$ cat src/rtl/demux_1_2_buf_if.sv
// Bundle of handshake and data signals around the 1:2 buffered demux.
// Ports: in_* (word, select, valid/ready), out0_*/out1_* (head word,
//        valid/ready, occupancy) for each destination channel.
// slave = the demux itself; master = the producer/consumer environment.
interface demux_1_2_buf_if #(
  parameter int WIDTH = 32,
  parameter int DEPTH = 2
);
  localparam int CW = $clog2(DEPTH) + 1;

  logic [WIDTH-1:0] in_data;
  logic             in_sel;
  logic             in_valid;
  logic             in_ready;

  logic [WIDTH-1:0] out0_data;
  logic             out0_valid;
  logic             out0_ready;
  logic [CW-1:0]    out0_count;

  logic [WIDTH-1:0] out1_data;
  logic             out1_valid;
  logic             out1_ready;
  logic [CW-1:0]    out1_count;

  modport slave (
    input  in_data, in_sel, in_valid, out0_ready, out1_ready,
    output in_ready,
    output out0_data, out0_valid, out0_count,
    output out1_data, out1_valid, out1_count
  );

  modport master (
    output in_data, in_sel, in_valid, out0_ready, out1_ready,
    input  in_ready,
    input  out0_data, out0_valid, out0_count,
    input  out1_data, out1_valid, out1_count
  );
endinterface

$ cat src/rtl/demux_1_2_buf.sv
// Purpose: steer one result stream to one of two channels (in_sel), each with its own FIFO.
// Latency: accepted word visible on its outN_data/outN_valid one cycle after the accept edge.
// Backpressure: in_ready drops only when the selected channel is full; the other channel keeps flowing.
// Ports: clk, rst_n (async active-low), bus (slave modport of demux_1_2_buf_if).
module demux_1_2_buf #(
  parameter int WIDTH = 32,
  parameter int DEPTH = 2
) (
  input  logic                 clk,
  input  logic                 rst_n,
  demux_1_2_buf_if.slave       bus
);
  localparam int PW = $clog2(DEPTH);
  localparam int CW = PW + 1;
  localparam int NCH = 2;

  logic [WIDTH-1:0] mem    [NCH][DEPTH];
  logic [PW-1:0]    wr_ptr [NCH];
  logic [PW-1:0]    rd_ptr [NCH];
  logic [CW-1:0]    count  [NCH];

  logic [NCH-1:0]   full;
  logic [NCH-1:0]   push;
  logic [NCH-1:0]   pop;
  logic [NCH-1:0]   out_ready;
  logic             in_ready;

  assign out_ready = {bus.out1_ready, bus.out0_ready};

  // Fullness comes only from the registered count, so a pop in the same
  // cycle never frees a slot for an incoming word; the slot opens next cycle.
  assign in_ready     = !full[bus.in_sel];
  assign bus.in_ready = in_ready;

  always_comb begin
    full = '0;
    push = '0;
    pop  = '0;
    for (int ch = 0; ch < NCH; ch++) begin
      full[ch] = (count[ch] == CW'(DEPTH));
      push[ch] = bus.in_valid && in_ready && (bus.in_sel == 1'(ch));
      // Popping an empty channel is ignored regardless of outN_ready.
      pop[ch]  = (count[ch] != '0) && out_ready[ch];
    end
  end

  always_ff @(posedge clk or negedge rst_n) begin
    if (!rst_n) begin
      for (int ch = 0; ch < NCH; ch++) begin
        for (int i = 0; i < DEPTH; i++) begin
          mem[ch][i] <= '0;
        end
        wr_ptr[ch] <= '0;
        rd_ptr[ch] <= '0;
        count[ch]  <= '0;
      end
    end else begin
      for (int ch = 0; ch < NCH; ch++) begin
        if (push[ch]) begin
          mem[ch][wr_ptr[ch]] <= bus.in_data;
          wr_ptr[ch]          <= wr_ptr[ch] + PW'(1);
        end
        if (pop[ch]) begin
          rd_ptr[ch] <= rd_ptr[ch] + PW'(1);
        end
        // Simultaneous push and pop leaves the occupancy unchanged.
        case ({push[ch], pop[ch]})
          2'b10:   count[ch] <= count[ch] + CW'(1);
          2'b01:   count[ch] <= count[ch] - CW'(1);
          default: count[ch] <= count[ch];
        endcase
      end
    end
  end

  // Outputs are read straight from registered state: no in-to-out bypass.
  assign bus.out0_data  = mem[0][rd_ptr[0]];
  assign bus.out0_valid = (count[0] != '0);
  assign bus.out0_count = count[0];

  assign bus.out1_data  = mem[1][rd_ptr[1]];
  assign bus.out1_valid = (count[1] != '0);
  assign bus.out1_count = count[1];

endmodule

$ cat src/flat_wrapper.sv
// flat-port wrapper written by rule: the top's interface ports become plain ports
module demux_1_2_buf_flat 
#(
  parameter int WIDTH = 32,
  parameter int DEPTH = 2
)
  (clk, rst_n, bus_in_data, bus_in_sel, bus_in_valid, bus_out0_ready, bus_out1_ready, bus_in_ready, bus_out0_data, bus_out0_valid, bus_out0_count, bus_out1_data, bus_out1_valid, bus_out1_count);
  demux_1_2_buf_if #(.WIDTH(WIDTH), .DEPTH(DEPTH)) bus_i ();
  input  logic clk;
  input  logic rst_n;
  input wire logic [$bits(bus_i.in_data)-1:0] bus_in_data;
  input wire logic [$bits(bus_i.in_sel)-1:0] bus_in_sel;
  input wire logic [$bits(bus_i.in_valid)-1:0] bus_in_valid;
  input wire logic [$bits(bus_i.out0_ready)-1:0] bus_out0_ready;
  input wire logic [$bits(bus_i.out1_ready)-1:0] bus_out1_ready;
  output wire logic [$bits(bus_i.in_ready)-1:0] bus_in_ready;
  output wire logic [$bits(bus_i.out0_data)-1:0] bus_out0_data;
  output wire logic [$bits(bus_i.out0_valid)-1:0] bus_out0_valid;
  output wire logic [$bits(bus_i.out0_count)-1:0] bus_out0_count;
  output wire logic [$bits(bus_i.out1_data)-1:0] bus_out1_data;
  output wire logic [$bits(bus_i.out1_valid)-1:0] bus_out1_valid;
  output wire logic [$bits(bus_i.out1_count)-1:0] bus_out1_count;
  assign bus_i.in_data = bus_in_data;
  assign bus_i.in_sel = bus_in_sel;
  assign bus_i.in_valid = bus_in_valid;
  assign bus_i.out0_ready = bus_out0_ready;
  assign bus_i.out1_ready = bus_out1_ready;
  assign bus_in_ready = bus_i.in_ready;
  assign bus_out0_data = bus_i.out0_data;
  assign bus_out0_valid = bus_i.out0_valid;
  assign bus_out0_count = bus_i.out0_count;
  assign bus_out1_data = bus_i.out1_data;
  assign bus_out1_valid = bus_i.out1_valid;
  assign bus_out1_count = bus_i.out1_count;
  demux_1_2_buf #(.WIDTH(WIDTH), .DEPTH(DEPTH)) u_core (.clk(clk), .rst_n(rst_n), .bus(bus_i));
endmodule
$ cat config.mk
export PLATFORM = sky130hd
export DESIGN_NAME = demux_1_2_buf_flat
export DESIGN_NICKNAME = d
export VERILOG_FILES = /design/src/rtl/demux_1_2_buf_if.sv /design/src/rtl/demux_1_2_buf.sv /design/src/flat_wrapper.sv
export SDC_FILE = /design/constraint.sdc
export NUM_CORES = 1
export LEC_CHECK = 0
export BUFFER_PORTS_ARGS = -buffer_cell sky130_fd_sc_hd__buf_2
export CAP_MARGIN = 0
export CORE_ASPECT_RATIO = 0.9
export CORE_MARGIN = 1
export CORE_UTILIZATION = 30
export DETAILED_ROUTE_END_ITERATION = 10
export SYNTH_ARGS = -nofsm -noshare
export SYNTH_HDL_FRONTEND = slang
export SYNTH_SLANG_ARGS = --single-unit
$ cat constraint.sdc
create_clock -name clk -period 1.5 [get_ports clk]
set_clock_uncertainty 0.15 [all_clocks]
set_input_delay 0.3 -clock clk [delete_from_list [all_inputs] [get_ports clk]]
set_output_delay 0.3 -clock clk [all_outputs]
set_load 0.1 [all_outputs]
==> impl_metrics.tcl <==
set metrics [dict create \
    hp-class "input port to register" \
    syn_inst 379 \
    clock.fmax_mhz 489.4 \
    path_delay_family "flip-flops" \
    setup_viol 206 \
    finalHoldViolations 0 \
    fin_crit_sh 1.362 \
    dr.pass1.iters 4 \
    slew-limit-headroom 0.7897 \
    path_cells "buf_12 > mux2_4 > buf_12" \
    wl_per_cell_um 19.76 \
    antenna_found_initial 1 \
    tightest_slew_ns 0.3155 \
    fin_hold_ws_ns 0.02167 \
    row_count 48 \
    numCtsBuffers 17 \
    grt_overflow_total 0 \
    cp-start-kind "register" \
    clk_latency_ns 0.42 \
    cp-end-kind "output port" \
    tritoncts "yes" \
    die_h_um 135.7 \
    grt_util_all_layers 0.1703 \
    cpMostUsedCell "buf_12" \
    io_pins 109 \
    ant_nets 0 \
    syn-cell-area_um2 5959 \
    grt_pass1_wl_um 25430 \
    die_area_um2 20430 \
    cts_sinks 136 \
    io_buffers 108 \
    dp.cells 749 \
    synthesis.nets 419 \
    htreeDepth 4 \
    status "finished with violations" \
    yosysUniqueCellTypes 24 \
    final.setup.worst_slack_ns -0.5434 \
    synth_seq_cells 136 \
    dpl_worst_slack_ns -0.2153 \
    core_area_um2 19340 \
    hpwl_um 9606 \
    yosysSeqAreaShare 0.5711 \
    start_util 0.3082 \
    rsz0062_at_grt "yes" \
    violations "setup timing" \
    vias 3826 \
    syn2layout_area_growth_pct 72.16 \
    grt_max_degree 45 \
    fin_crit_ns 2.043 \
    critPathArrivalTime_ns 1.59 \
    n_fill_cell 1519 \
    slew_viol_final 0 \
    avgViaCountPerCell 4.604 \
    worst-path-buf-inv 2 \
    synthTopCellsByArea "dfrtp_1 (57%), mux2_2 (35%), buf_6 (1.1%)" \
    cap_violations 0 \
    syn_area_per_cell_um2 15.72 \
    critPathMaxFanout 15 \
    drive_gt1_frac 0.7229 \
    nNetsFinal 608 \
    critPathKind "register to output port" \
    n_antenna_cell 0 \
    cts_max_path_buffers 2 \
    fin_cells 831 \
    gp_congestion 0.7151 \
    yosys.area.top_type_share 0.5711 \
    yosysWarnings 0 \
    drc 0 \
    die_x_um 150.6 \
    max_stage_delay_ns 0.44 \
    drt_iter0_drc 135 \
    drt-total-wl_um 16420 \
    clk_pin_slew_ns 0.06 \
    crit_path_top_delay_cell "dfrtp_2" \
    cts-root-buf "clkbuf_16" \
    worstPathRequired_ns 1.05 \
    tns_ns -67.96 \
    grt_pass1_vias 4292 \
    yosys.area.top_type "dfrtp_1" \
]
## area by class of cell
| type | instances | area (um2) | area share |
|---|---|---|---|
| sequential | 136 | 3421 | 0.3334 |
| clock buffer | 21 | 480.5 | 0.04683 |
| multi-input combinational | 222 | 3137 | 0.3057 |
| clock inverter | 11 | 120.1 | 0.01171 |
| timing repair buffer | 191 | 2789 | 0.2718 |
| tap | 250 | 312.8 | 0.03049 |
## stage by stage
stage	util	instance area, um2
6_report	0.5305	10260
5_1_grt	0.5305	10260
4_1_cts	0.5284	10220
3_5_place_dp	0.4531	8762
3_3_place_gp	0.4531	8762
2_1_floorplan	-	6711
## Yosys cell counts, drive strengths merged
library cell / n
a21oi: 1
and2: 2
and4bb: 1
buf: 19
clkbuf: 2
dfrtp: 136
ha: 2
mux2: 192
nand2: 1
nand2b: 2
nand3: 1
nand3b: 1
nand4: 1
nand4b: 1
nor2: 3
nor2b: 1
nor3: 1
or2: 2
xnor2: 6
xor2: 4
## layer usage
metal,vias to the layer above,global-route usage,routed length [um]
met4,2,0.05331,167
met5,-,0,13
li1,1731,-,-
met1,1984,0.2314,7739
met2,92,0.2593,7670
met3,17,0.05051,830
## state kept, by name, summed over array words and instances, names as in the netlist
name and cells:
u_core.rd_ptr 2, u_core.bus.out1_count 2, u_core.bus.out0_count 2, u_core.wr_ptr 2, u_core.mem 128
## worst paths after layout
path,slack (ns),endpoint,start,cells after the start
setup reg to reg,-0.40,u_core.mem[58],u_core.bus.out1_count[1],6
min in group asynchronous,0.18,u_core.mem[69],rst_n,2
setup / recovery,-0.54,bus_out1_data[24],u_core.rd_ptr[0],3
hold / removal,0.02,u_core.mem[27],bus_in_data[27],2
max in group asynchronous,0.47,u_core.mem[116],rst_n,3
hold reg to reg,0.36,u_core.mem[17],u_core.mem[17],1
## cell usage in the layout, fill, tap and decap left out, types with 3 or more instances in the layout
cell type / instances
buf_16: 6
mux2_2: 29
dfrtp_4: 4
xor2_1: 4
dlygate4sd3_1: 18
xnor2_1: 4
buf_2: 36
dfrtp_1: 130
clkbuf_8: 4
buf_4: 14
buf_12: 96
buf_6: 21
clkbuf_16: 17
clkinvlp_4: 3
mux2_4: 163
clkinv_2: 4
nor2_1: 3
## repair_timing
action,4_1_cts,5_1_grt
endpoints found under the hold margin,194,0
hold buffers,18,0
pin swaps,7,5
resized for setup,45,38
setup buffers,16,15
gates cloned,12,0
endpoints found under the setup margin,202,203
## worst register-to-register path, stage by stage, from the launching register on
cell and delay, ns:
dfrtp_4 0.48, nor2b_4 0.14, buf_6 0.11, nor3_4 0.23, buf_6 0.20, buf_12 0.16
mux2_4 0.31
## logic make-up after synthesis
| group | Yosys count | synth area share |
|---|---|---|
| simple gates | 17 | 0.02162 |
| flops | 136 | 0.5711 |
| fa+ha+maj | 2 | 0.004198 |
| compound gates | 1 | 0.0008390 |
| xor+xnor | 10 | 0.01470 |
| buf+inv | 21 | 0.02477 |
| mux | 192 | 0.3628 |
Power is left out: the tool's default activity adds up to more than one toggle a clock period on the data nets, which glitch-free logic cannot reach.
